File: config.mk
export PLATFORM = sky130hd
export DESIGN_NAME = timer_bank
export DESIGN_NICKNAME = d
export VERILOG_FILES = /design/src/rtl/timer_bank_pkg.sv /design/src/rtl/timer_bank_channel.sv /design/src/rtl/timer_bank.sv
export SDC_FILE = /design/constraint.sdc
export NUM_CORES = 1
export LEC_CHECK = 0
export BUFFER_PORTS_ARGS = -buffer_cell sky130_fd_sc_hd__buf_2
export CORE_MARGIN = 8
export CORE_UTILIZATION = 45
export CTS_CLUSTER_SIZE = 12
export DETAILED_ROUTE_END_ITERATION = 10
export PLACE_DENSITY_LB_ADDON = 0.05
export SLEW_MARGIN = 5
export SYNTH_ARGS = -nofsm -noshare
export SYNTH_HDL_FRONTEND = slang
export SYNTH_SLANG_ARGS = --single-unit
File: constraint.sdc
create_clock -name clk -period 4.67 [get_ports clk]
set_clock_uncertainty 0.15 [all_clocks]
set_input_delay 0.2335 -clock clk [delete_from_list [all_inputs] [get_ports clk]]
set_output_delay 0.2335 -clock clk [all_outputs]
set_load 0.02 [all_outputs]
File: src/rtl/timer_bank_pkg.sv
// Shared definitions for the memory-mapped timer bank: CTRL bit positions,
// register word offsets, channel FSM encoding and the byte-lane merge helper.
package timer_bank_pkg;

  localparam int CTRL_EN       = 0;
  localparam int CTRL_MODE_LSB = 1;
  localparam int CTRL_MASK     = 3;
  localparam int CTRL_PEND     = 4;

  localparam logic [1:0] REG_CTRL   = 2'd0;
  localparam logic [1:0] REG_PRESET = 2'd1;
  localparam logic [1:0] REG_COUNT  = 2'd2;
  localparam logic [1:0] REG_RSVD   = 2'd3;

  localparam logic [1:0] MODE_ONESHOT = 2'b00;
  localparam logic [1:0] MODE_RELOAD  = 2'b01;

  localparam logic [31:0] DEFAULT_BASE_ADDR = 32'h7F00;

  typedef enum logic [1:0] {
    ST_IDLE = 2'd0,
    ST_LOAD = 2'd1,
    ST_CNT  = 2'd2,
    ST_INT  = 2'd3
  } state_e;

  // Replace only the byte lanes whose enable is set.
  function automatic logic [31:0] byte_merge(input logic [31:0] old,
                                             input logic [31:0] din,
                                             input logic [3:0]  be);
    byte_merge = old;
    for (int b = 0; b < 4; b++) begin
      if (be[b]) byte_merge[8*b +: 8] = din[8*b +: 8];
    end
  endfunction

endpackage

File: src/rtl/timer_bank_channel.sv
// One down-counting timer channel: CTRL/PRESET/COUNT registers, the
// IDLE/LOAD/CNT/INT sequencer and the masked interrupt output.
module timer_bank_channel
  import timer_bank_pkg::*;
#(
  parameter int CNT_W = 32
) (
  input  logic        clk,
  input  logic        reset,
  input  logic        wr,
  input  logic [1:0]  reg_sel,
  input  logic [3:0]  byteen,
  input  logic [31:0] wdata,
  output logic [31:0] rdata,
  output logic        irq
);

  localparam logic [CNT_W-1:0] ONE = CNT_W'(1);

  state_e           state, state_n;
  logic             en, mask, pend;
  logic [1:0]       mode;
  logic [CNT_W-1:0] preset, count;
  logic [31:0]      preset_merged;
  logic             ctrl_wr, preset_wr, en_next;
  logic             load, dec, expire, stop;

  assign ctrl_wr       = wr && (reg_sel == REG_CTRL) && byteen[0];
  assign preset_wr     = wr && (reg_sel == REG_PRESET);
  assign en_next       = ctrl_wr ? wdata[CTRL_EN] : en;
  assign preset_merged = byte_merge(32'(preset), wdata, byteen);

  always_ff @(posedge clk or negedge reset) begin
    if (!reset) state <= ST_IDLE;
    else        state <= state_n;
  end

  // PEND rises on the CNT->INT edge so it is visible for the whole INT cycle.
  always_comb begin
    // NOTE: every output gets a default first so no path leaves a latch behind.
    state_n = state;
    load    = 1'b0;
    dec     = 1'b0;
    expire  = 1'b0;
    stop    = 1'b0;
    unique case (state)
      ST_IDLE: if (en) state_n = ST_LOAD;
      ST_LOAD: begin
        load    = 1'b1;
        state_n = ST_CNT;
      end
      ST_CNT: begin
        if (!en)              state_n = ST_IDLE;
        else if (count > ONE) dec = 1'b1;
        else begin
          expire  = 1'b1;
          state_n = ST_INT;
        end
      end
      ST_INT: begin
        stop    = (mode != MODE_RELOAD);
        state_n = (mode == MODE_RELOAD && en_next) ? ST_LOAD : ST_IDLE;
      end
      default: state_n = ST_IDLE;
    endcase
  end

  // NOTE: sequential state uses non-blocking assignments so every register
  // samples the pre-edge values regardless of statement order.
  always_ff @(posedge clk or negedge reset) begin
    if (!reset) begin
      en     <= 1'b0;
      mode   <= MODE_ONESHOT;
      mask   <= 1'b0;
      pend   <= 1'b0;
      preset <= '0;
      count  <= '0;
    end else begin
      if (ctrl_wr) begin
        en   <= wdata[CTRL_EN];
        mode <= wdata[CTRL_MODE_LSB +: 2];
        mask <= wdata[CTRL_MASK];
      end
      if (stop) en <= 1'b0;
      // A terminal count in the same cycle as a W1C keeps the pending bit.
      if (expire)                           pend <= 1'b1;
      else if (ctrl_wr && wdata[CTRL_PEND]) pend <= 1'b0;
      if (preset_wr) preset <= preset_merged[CNT_W-1:0];
      if (load)        count <= preset;
      else if (dec)    count <= count - ONE;
      else if (expire) count <= '0;
    end
  end

  always_comb begin
    rdata = '0;
    unique case (reg_sel)
      REG_CTRL:   rdata = {27'd0, pend, mask, mode, en};
      REG_PRESET: rdata = 32'(preset);
      REG_COUNT:  rdata = 32'(count);
      default:    rdata = '0;
    endcase
  end

  assign irq = pend & mask;

endmodule

File: src/rtl/timer_bank.sv
// Bank of NUM_CH memory-mapped timers on the CPU data bus: window decode,
// per-channel write strobes, read-back mux and interrupt reduction.
module timer_bank
  import timer_bank_pkg::*;
#(
  parameter int          NUM_CH    = 2,
  parameter int          CNT_W     = 32,
  parameter logic [31:0] BASE_ADDR = DEFAULT_BASE_ADDR,
  parameter int          CH_STRIDE = 16
) (
  input  logic              clk,
  input  logic              reset,
  input  logic [31:0]       addr,
  input  logic [3:0]        byteen,
  input  logic [31:0]       wdata,
  output logic              hit,
  output logic [31:0]       rdata,
  output logic [NUM_CH-1:0] irq,
  output logic              irq_any
);

  localparam int          STRIDE_SH = $clog2(CH_STRIDE);
  localparam logic [31:0] WIN_BYTES = 32'(NUM_CH * CH_STRIDE);
  localparam logic [31:0] OFF_MASK  = 32'(CH_STRIDE - 1);

  logic [31:0]       off, ch_idx;
  logic              mapped;
  logic [NUM_CH-1:0] ch_wr;
  logic [31:0]       ch_rdata [NUM_CH];

  assign off    = addr - BASE_ADDR;
  assign hit    = (addr >= BASE_ADDR) && (off < WIN_BYTES);
  assign ch_idx = off >> STRIDE_SH;
  // Only the first four words of each stride hold registers; the rest RAZ/WI.
  assign mapped = hit && ((off & OFF_MASK) < 32'h10);

  for (genvar i = 0; i < NUM_CH; i++) begin : g_ch
    assign ch_wr[i] = mapped && (|byteen) && (ch_idx == 32'(i));

    timer_bank_channel #(
      .CNT_W (CNT_W)
    ) u_ch (
      .clk     (clk),
      .reset   (reset),
      .wr      (ch_wr[i]),
      .reg_sel (off[3:2]),
      .byteen  (byteen),
      .wdata   (wdata),
      .rdata   (ch_rdata[i]),
      .irq     (irq[i])
    );
  end

  always_comb begin
    rdata = '0;
    for (int i = 0; i < NUM_CH; i++) begin
      if (mapped && (ch_idx == 32'(i))) rdata = ch_rdata[i];
    end
  end

  assign irq_any = |irq;

endmodule

==> results of run 1 <==
through the flow:
step | std cells | utilization | hold slack [ns] | instance area [um^2]
floorplan | 835 | - | -0.212 | 8250
global placement | 1116 | 0.497 | 0.273 | 8920
detailed placement | 1116 | 0.497 | 0.273 | 8920
CTS | 1180 | 0.546 | 0.0130 | 9810
global route | 1180 | 0.546 | 0.0312 | 9810
finish | 1180 | 0.546 | 0.0431 | 9810
per-layer routing:
layer / share of wire / vias to the layer above / wire length, um
met2: 0.47 / 361 / 13800
met1: 0.44 / 3968 / 12800
met5: 0 / - / 0
met3: 0.078 / 37 / 2300
met4: 0.017 / 0 / 493
li1: - / 3505 / -
worst max-delay path, cell delays in order, from the launching register on:
cell,delay (ns)
sky130_fd_sc_hd__dfrtp_1,0.43
sky130_fd_sc_hd__or4_1,0.67
sky130_fd_sc_hd__nor4_4,0.48
sky130_fd_sc_hd__a41o_1,0.63
sky130_fd_sc_hd__buf_4,0.31
sky130_fd_sc_hd__o21ai_0,0.11
sky130_fd_sc_hd__a221o_1,0.31
path summary, 6_finish.rpt:
kind	start	endpoint	slack, ns	depth (start not counted)
worst max-delay path	g_ch[1].u_ch.count[19]	g_ch[1].u_ch.count[12]	1.45	6
worst min-delay path	wdata[0]	g_ch[0].u_ch.preset[0]	0.04	2
worst max register to register	g_ch[1].u_ch.count[19]	g_ch[1].u_ch.count[12]	1.45	6
worst min register to register	g_ch[0].u_ch.preset[31]	g_ch[0].u_ch.count[31]	0.37	1
max in group asynchronous	reset	g_ch[1].u_ch.count[13]	2.89	3
min in group asynchronous	reset	g_ch[0].u_ch.preset[2]	0.32	2
sequential cells by signal (all words and copies together) (netlist names):
| register | count |
|---|---|
| g_ch.u_ch.mode | 4 |
| g_ch.u_ch.state | 4 |
| g_ch.u_ch.en | 2 |
| g_ch.u_ch.pend | 2 |
| g_ch.u_ch.preset | 64 |
| g_ch.u_ch.count | 64 |
| g_ch.u_ch.mask | 2 |
cell families after synthesis:
family | synth area share
compound gates | 0.213
buf+inv | 0.0405
mux | 0.111
flops | 0.431
fa+ha+maj | 0.00607
simple gates | 0.183
xor+xnor | 0.0159
cell type report:
cell class	count	area [um^2]
fill	1631	8150
timing repair buffer	149	947
clock buffer	19	453
multi-input combinational	609	4380
tap	229	287
clock inverter	13	115
sequential	142	3550
inverter	19	71.3
cell usage in the layout, fill, tap and decap left out, drive strengths merged, types with 6 or more instances in the layout:
cell	netlist	final
mux2	70	70
a22oi	15	15
nor2	43	43
a21oi	23	23
a211oi	10	10
a21o	6	6
a221o	21	21
nand2	44	44
o211ai	9	9
clkbuf	53	19
o22ai	6	6
o31ai	9	9
dlygate4sd3	0	32
clkinv	0	6
xnor2	10	10
inv	19	21
a31oi	9	9
nor4	34	34
nand4	16	16
nand3	15	15
and3	11	11
nor3	48	48
or4	18	18
a221oi	54	54
dfrtp	142	142
mux2i	13	13
or3	12	12
o21ai	36	36
buf	12	117
or2	6	6
power breakdown:
group | switching, mW | internal (mW) | leakage [nW]
sequential | 0.0000000562 | 1.23 | 1.99
combinational | 0.106 | 0.0582 | 2.50
clock | 0.554 | 0.761 | 0.272
total | 0.660 | 2.05 | 4.76
==> metrics, run 1 <==
outcome=complete, no violations; CTS sink cnt=between 100 and 150; number of nets in the layout=slightly above 1,000; residual overflow from global routing=0; leakage component of the power=about 4.8 nW; category of the most critical setup path=flop to flop; area share of the largest cell type after synthesis=0.431; Area growth syn-to-layout=18.9%; post-detail-place hpwl=between 20,000 and 25,000 um; initial antenna violation count=1; TritonCTS clock tree=yes; Syn Nets=around 910; vias in the first global route=7,725; Final Hold Vio Count=0; iteration count of the initial detailed-routing pass=5; RSZ-0062 raised after global routing=no; maximum buffer depth of the clock tree=2; post-cts sizing count=0; register bit count reported by yosys=~140; Wirelength per Cell=between 20 and 25 um; areal power density over the cells=about 280 nW/um^2; die outline area=22,900 um^2; Pwr Total=2.71 mW; count of flip-flops with a built-in enable after synthesis=0; Setup crit start kind=flop; first-pass GRT wire length=45,400 um; post-CTS clock slew at the launch and capture registers of the worst setup and hold paths=0.07 ns; routing usage on met1=0.362; type of element capturing the critical path=flop; # H-tree levels=4; syn avg cell area=between 9 and 10 um^2; Core Area=18,000 um^2; ratio of final minimum period to clock period=0.691; largest net degree at the start of global routing=about 100; achievable frequency=a little over 300 MHz; Setup TNS=0 ns; share of synthesized area occupied by flip-flops and latches=0.431; top cells by count, synth=142 x sky130_fd_sc_hd__dfrtp_1, 70 x sky130_fd_sc_hd__mux2_2, 54 x sky130_fd_sc_hd__a221oi_1; starting utilization of the core area=0.459; yosys warns=0; root cell of the clock tree=sky130_fd_sc_hd__clkbuf_16; post-layout minimum cycle time=3.22 ns; width of the die=around 150 um; number of placement rows=between 40 and 50; starting DRC count in detailed routing=825; Final ANT Viol Nets=0; number of I/O pins=~110; fraction of layout cells with a size suffix above 1=0.253; antenna fix cells=0; leading area contributor after synthesis=sky130_fd_sc_hd__dfrtp_1; number of buffers created by CTS=17; global-route met2 utilization=0.394; Data required, critical path=between 4 and 5 ns; All-Layer GR Usage=0.259; overall routed net length=between 20,000 and 30,000 um; final setup violating endpoints=0; top cells by area, synth=sky130_fd_sc_hd__dfrtp_1 43%, sky130_fd_sc_hd__mux2_2 9.6%, sky130_fd_sc_hd__a221oi_1 5.7%; slew of the pin with the lowest slew margin=around 1.3 ns; weighted congestion at the end of routability-driven global placement=0.919; post-synth design cell area=~8300 um^2; source-to-sink clock delay at the later pin of the worst-skew pair=~0.42 ns; top flip-flop cell by instance count after synthesis=sky130_fd_sc_hd__dfrtp_1; critical path fanouts, max=15; number of buffers inserted by port buffering=a little over 100; Max-Slew Margin vs Limit=0.110; Post-Synthesis Cells=835; via count normalized by instance count=approximately 6.7; worst slack after detailed placement=around 1.5 ns; DRC violation count after routing=0; setup slack of the critical path after layout=1.45 ns; worst supply voltage drop on vdd=around 260 uV; met3 routing resource usage after global routing=0.0535; postcts setup bufs=0; global route hottest layer=met2; most used standard cell by instance count after synthesis=sky130_fd_sc_hd__dfrtp_1; Synth async-reset ratio=1.00; max-slew violation total from the final report=0; worst hold path class=primary input to flop; overall via count from detail_route=around 7,900; number of distinct library cells after synthesis=67; vertical die dimension=~150 um; number of buffers added to fix hold violations after cts=32; total of max-cap violations=0; arrival time worst endpoint=3.39 ns
No activity file was read; power rests on OpenSTA's default activity.
==> inputs of run 2 (changes only) <==
ABC_AREA = 1   (was not set)
clock period = 3.4 ns   (was 4.67 ns; I/O delays follow)
==> run 2 against run 1 <==
Effect of this change:
- non-clock buffer count is 3 lower
- highest routed layer unchanged
- first-iteration DRC count is 2.1% higher
- synthesized area is 10% higher
==> metrics, run 2 <==
Final ANT Viol Nets=0 (unchanged); Wirelength per Cell=18.1 um (was 24.9 um); number of placement rows=52 (was 49); slew of the pin with the lowest slew margin=0.919 ns (was 1.32 ns); worst hold path class=primary input to flop (unchanged); number of buffers added to fix hold violations after cts=33 (was 32); final non-filler cell total=1,605 (was 1,180); top flip-flop cell by instance count after synthesis=sky130_fd_sc_hd__dfrtp_1 (unchanged); reg-to-reg slack, setup=0.67 ns (was 1.45 ns); Final Hold Vio Count=0 (unchanged); number of nets in the layout=1,396 (was 1,012); post-CTS clock slew at the launch and capture registers of the worst setup and hold paths=0.06 ns (was 0.07 ns); sum of buffers and inverters on the critical path=3 (was 1); final setup violating endpoints=0 (unchanged); leading registers by flop count=g_ch.u_ch.count (64), g_ch.u_ch.preset (64) (unchanged); number of distinct library cells after synthesis=45 (was 67); worst supply voltage drop on vdd=338 uV (was 255 uV); leading area contributor after synthesis=sky130_fd_sc_hd__dfrtp_1 (unchanged); global route hottest layer=met2 (unchanged); weighted congestion at the end of routability-driven global placement=0.887 (was 0.919); leading cell type in the layout, fill and taps excluded=sky130_fd_sc_hd__nand2_1 (was sky130_fd_sc_hd__dfrtp_1); top cells by area, synth=sky130_fd_sc_hd__dfrtp_1 39%, sky130_fd_sc_hd__nand2_1 9.3%, sky130_fd_sc_hd__inv_1 7.7% (was sky130_fd_sc_hd__dfrtp_1 43%, sky130_fd_sc_hd__mux2_2 9.6%, sky130_fd_sc_hd__a221oi_1 5.7%); vertical die dimension=158 um (was 151 um); All-Layer GR Usage=0.238 (was 0.259); type of element capturing the critical path=output port (was flop); fraction of layout cells with a size suffix above 1=0.192 (was 0.253); area share of the largest cell type after synthesis=0.390 (was 0.431); source-to-sink clock delay at the later pin of the worst-skew pair=0.43 ns (was 0.42 ns); syn avg cell area=7.59 um^2 (was 9.88 um^2); Max-Slew Margin vs Limit=0.380 (was 0.110); post-layout minimum cycle time=~2.9 ns; Syn Nets=1,274 (was 909); most used cells in the layout excluding fill and tap cells=225 x sky130_fd_sc_hd__nand2_1, 187 x sky130_fd_sc_hd__inv_1, 142 x sky130_fd_sc_hd__dfrtp_1 (was 142 x sky130_fd_sc_hd__dfrtp_1, 102 x sky130_fd_sc_hd__buf_2, 70 x sky130_fd_sc_hd__mux2_2); outcome=complete, no violations (unchanged); number of placed cells counting well taps=1,540 (was 1,116); achievable frequency=roughly 350 MHz; post-detail-place hpwl=21,100 um (was 20,600 um); most used standard cell by instance count after synthesis=sky130_fd_sc_hd__nand2_1 (was sky130_fd_sc_hd__dfrtp_1); TritonCTS clock tree=yes (unchanged); max incr delay on CP=0.40 ns (was 0.67 ns); core occupancy in the finished layout=0.539 (was 0.546); arrival time worst endpoint=2.55 ns (was 3.39 ns); starting utilization of the core area=0.454 (was 0.459); count of flip-flops with a built-in enable after synthesis=0 (unchanged); width of the die=158 um (was 151 um); number of buffers inserted by port buffering=103 (unchanged); hold_sp=wdata[2] (was wdata[0]); residual overflow from global routing=0 (unchanged); ratio of final minimum period to clock period=0.844; Setup TNS=0 ns (unchanged); number of I/O pins=106 (unchanged); total of max-cap violations=0 (unchanged); global-route met2 utilization=0.369 (was 0.394); Data required, critical path=3.08 ns (was 4.83 ns); ordered cell list for the critical path=buf_2 -> nand2_1 -> nor2_4 -> nand2_2 -> nand2_1 -> nand2_1 -> nor2_1 -> nand3_1 -> nor2_1 -> nand2_1 -> nor2_4 -> nand2_4 -> inv_2 -> o21ai_1 -> a21boi_1 -> buf_2 (was or4_1 -> nor4_4 -> a41o_1 -> buf_4 -> o21ai_0 -> a221o_1); overall routed net length=29,000 um (was 29,400 um); beginning of the worst register-to-register path=g_ch[0].u_ch.count[0] (was g_ch[1].u_ch.count[19]); root cell of the clock tree=sky130_fd_sc_hd__clkbuf_16 (unchanged); first-pass GRT wire length=45,800 um (was 45,400 um); met3 routing resource usage after global routing=0.0309 (was 0.0535); maximum buffer depth of the clock tree=2 (unchanged); antenna fix cells=0 (unchanged); CTS sink cnt=142 (unchanged); Post-Synthesis Cells=1,200 (was 835); register bit count reported by yosys=142 (unchanged); postcts setup bufs=0 (unchanged); share of synthesized area occupied by flip-flops and latches=0.390 (was 0.431); Setup crit start kind=primary input (was flop); areal power density over the cells=399 nW/um^2 (was 276 nW/um^2); Synth async-reset ratio=1.00 (unchanged); DRC violation count after routing=0 (unchanged); RSZ-0062 raised after global routing=no (unchanged); yosys warns=0 (unchanged); Area growth syn-to-layout=18.6% (was 18.9%); initial antenna violation count=0 (was 1); die outline area=25,000 um^2 (was 22,900 um^2); category of the most critical setup path=primary input to output port (was flop to flop); top cells by count, synth=226 x sky130_fd_sc_hd__nand2_1, 187 x sky130_fd_sc_hd__inv_1, 142 x sky130_fd_sc_hd__dfrtp_1 (was 142 x sky130_fd_sc_hd__dfrtp_1, 70 x sky130_fd_sc_hd__mux2_2, 54 x sky130_fd_sc_hd__a221oi_1); post-synth design cell area=9110 um^2 (was 8250 um^2); starting DRC count in detailed routing=842 (was 825); worst setup path startpoint=addr[9] (was g_ch[1].u_ch.count[19]); number of buffers created by CTS=17 (unchanged); overall via count from detail_route=8,645 (was 7,871); Max stage delay cell, worst path=sky130_fd_sc_hd__inv_2 (was sky130_fd_sc_hd__or4_1); # H-tree levels=4 (unchanged); kind of cell adding the most delay to the critical path=simple AND/OR/NAND/NOR gates (unchanged); vias in the first global route=8,266 (was 7,725); largest net degree at the start of global routing=81 (was 104); routing usage on met1=0.338 (was 0.362); post-cts sizing count=0 (unchanged); via count normalized by instance count=5.39 (was 6.67); leakage component of the power=5.49 nW (was 4.76 nW); critical path fanouts, max=28 (was 15); Core Area=20,000 um^2 (was 18,000 um^2); iteration count of the initial detailed-routing pass=5 (unchanged); max-slew violation total from the final report=0 (unchanged); crit-path most repeated cell=sky130_fd_sc_hd__nand2_1
==> run 2: cell types whose count changed in the layout (fill, tap and decap cells not counted), moves of 23 or more <==
cell,change
sky130_fd_sc_hd__nand2_1,+181
sky130_fd_sc_hd__mux2_2,-70
sky130_fd_sc_hd__o221ai_1,+23
sky130_fd_sc_hd__a22o_1,+24
sky130_fd_sc_hd__inv_1,+168
sky130_fd_sc_hd__nand3_1,+41
sky130_fd_sc_hd__o22ai_1,+26
sky130_fd_sc_hd__a221oi_1,-48
sky130_fd_sc_hd__nor4_1,-24
sky130_fd_sc_hd__o21ai_0,+56
sky130_fd_sc_hd__o21ai_2,+64
sky130_fd_sc_hd__nor3_1,-35
sky130_fd_sc_hd__nor2_1,+77
==> run 2: logic make-up (layout without fill, tap and decap cells) <==
logic type | Yosys count | in the layout | share of synthesized area
flops | 142 | 142 | 0.390
xor+xnor | 24 | 24 | 0.0231
fa+ha+maj | 4 | 4 | 0.00550
compound gates | 314 | 314 | 0.239
simple gates | 476 | 476 | 0.234
buf+inv | 240 | 375 | 0.108
==> run 2: per-layer routing <==
layer,wire (um),share of wire
met5,0,0
met1,13600,0.47
met3,1570,0.054
met2,13300,0.46
met4,554,0.019
==> run 2: worst register-to-register path: cells and delay by family, from the launching register on <==
kind | cells | cell delay, ns
DFF | 1 | 0.43
and+or+nand+nor | 13 | 2.03
==> run 2: where the power goes <==
group	total, mW	internal (mW)	switching (mW)	leakage (nW)
combinational	0.516	0.126	0.390	3.21
sequential	1.73	1.71	0.0192	1.97
clock	2.07	1.26	0.805	0.305
==> run 2: path summary, 6_finish.rpt <==
kind	to	cells after the start
setup / recovery	rdata[3]	16
hold reg to reg	g_ch[0].u_ch.preset[2]	2
setup reg to reg	g_ch[0].u_ch.count[31]	13
hold / removal	g_ch[0].u_ch.preset[2]	3
max in group asynchronous	g_ch[1].u_ch.preset[16]	3
min in group asynchronous	g_ch[0].u_ch.en	2
==> run 2: final cells by class <==
class	count	area, um^2
Fill cell	1975	9240
Multi-Input combinational cell	818	4580
Sequential cell	142	3550
Timing Repair Buffer	146	952
Inverter	197	739
Clock buffer	18	439
Tap cell	270	338
Clock inverter	14	204
==> run 2: per-stage QoR <==
| stage | hold slack (ns) | setup WS, ns | area [um^2] | power (mW) |
|---|---|---|---|---|
| floorplan | -0.276 | 1.15 | 9110 | 2.00 |
| global placement | 0.124 | 0.551 | 9830 | 2.24 |
| detailed placement | 0.125 | 0.541 | 9830 | 2.24 |
| CTS | 0.00623 | 0.531 | 10800 | 4.33 |
| global route | 0.0103 | 0.336 | 10800 | 4.45 |
| finish | 0.00265 | 0.531 | 10800 | 4.31 |
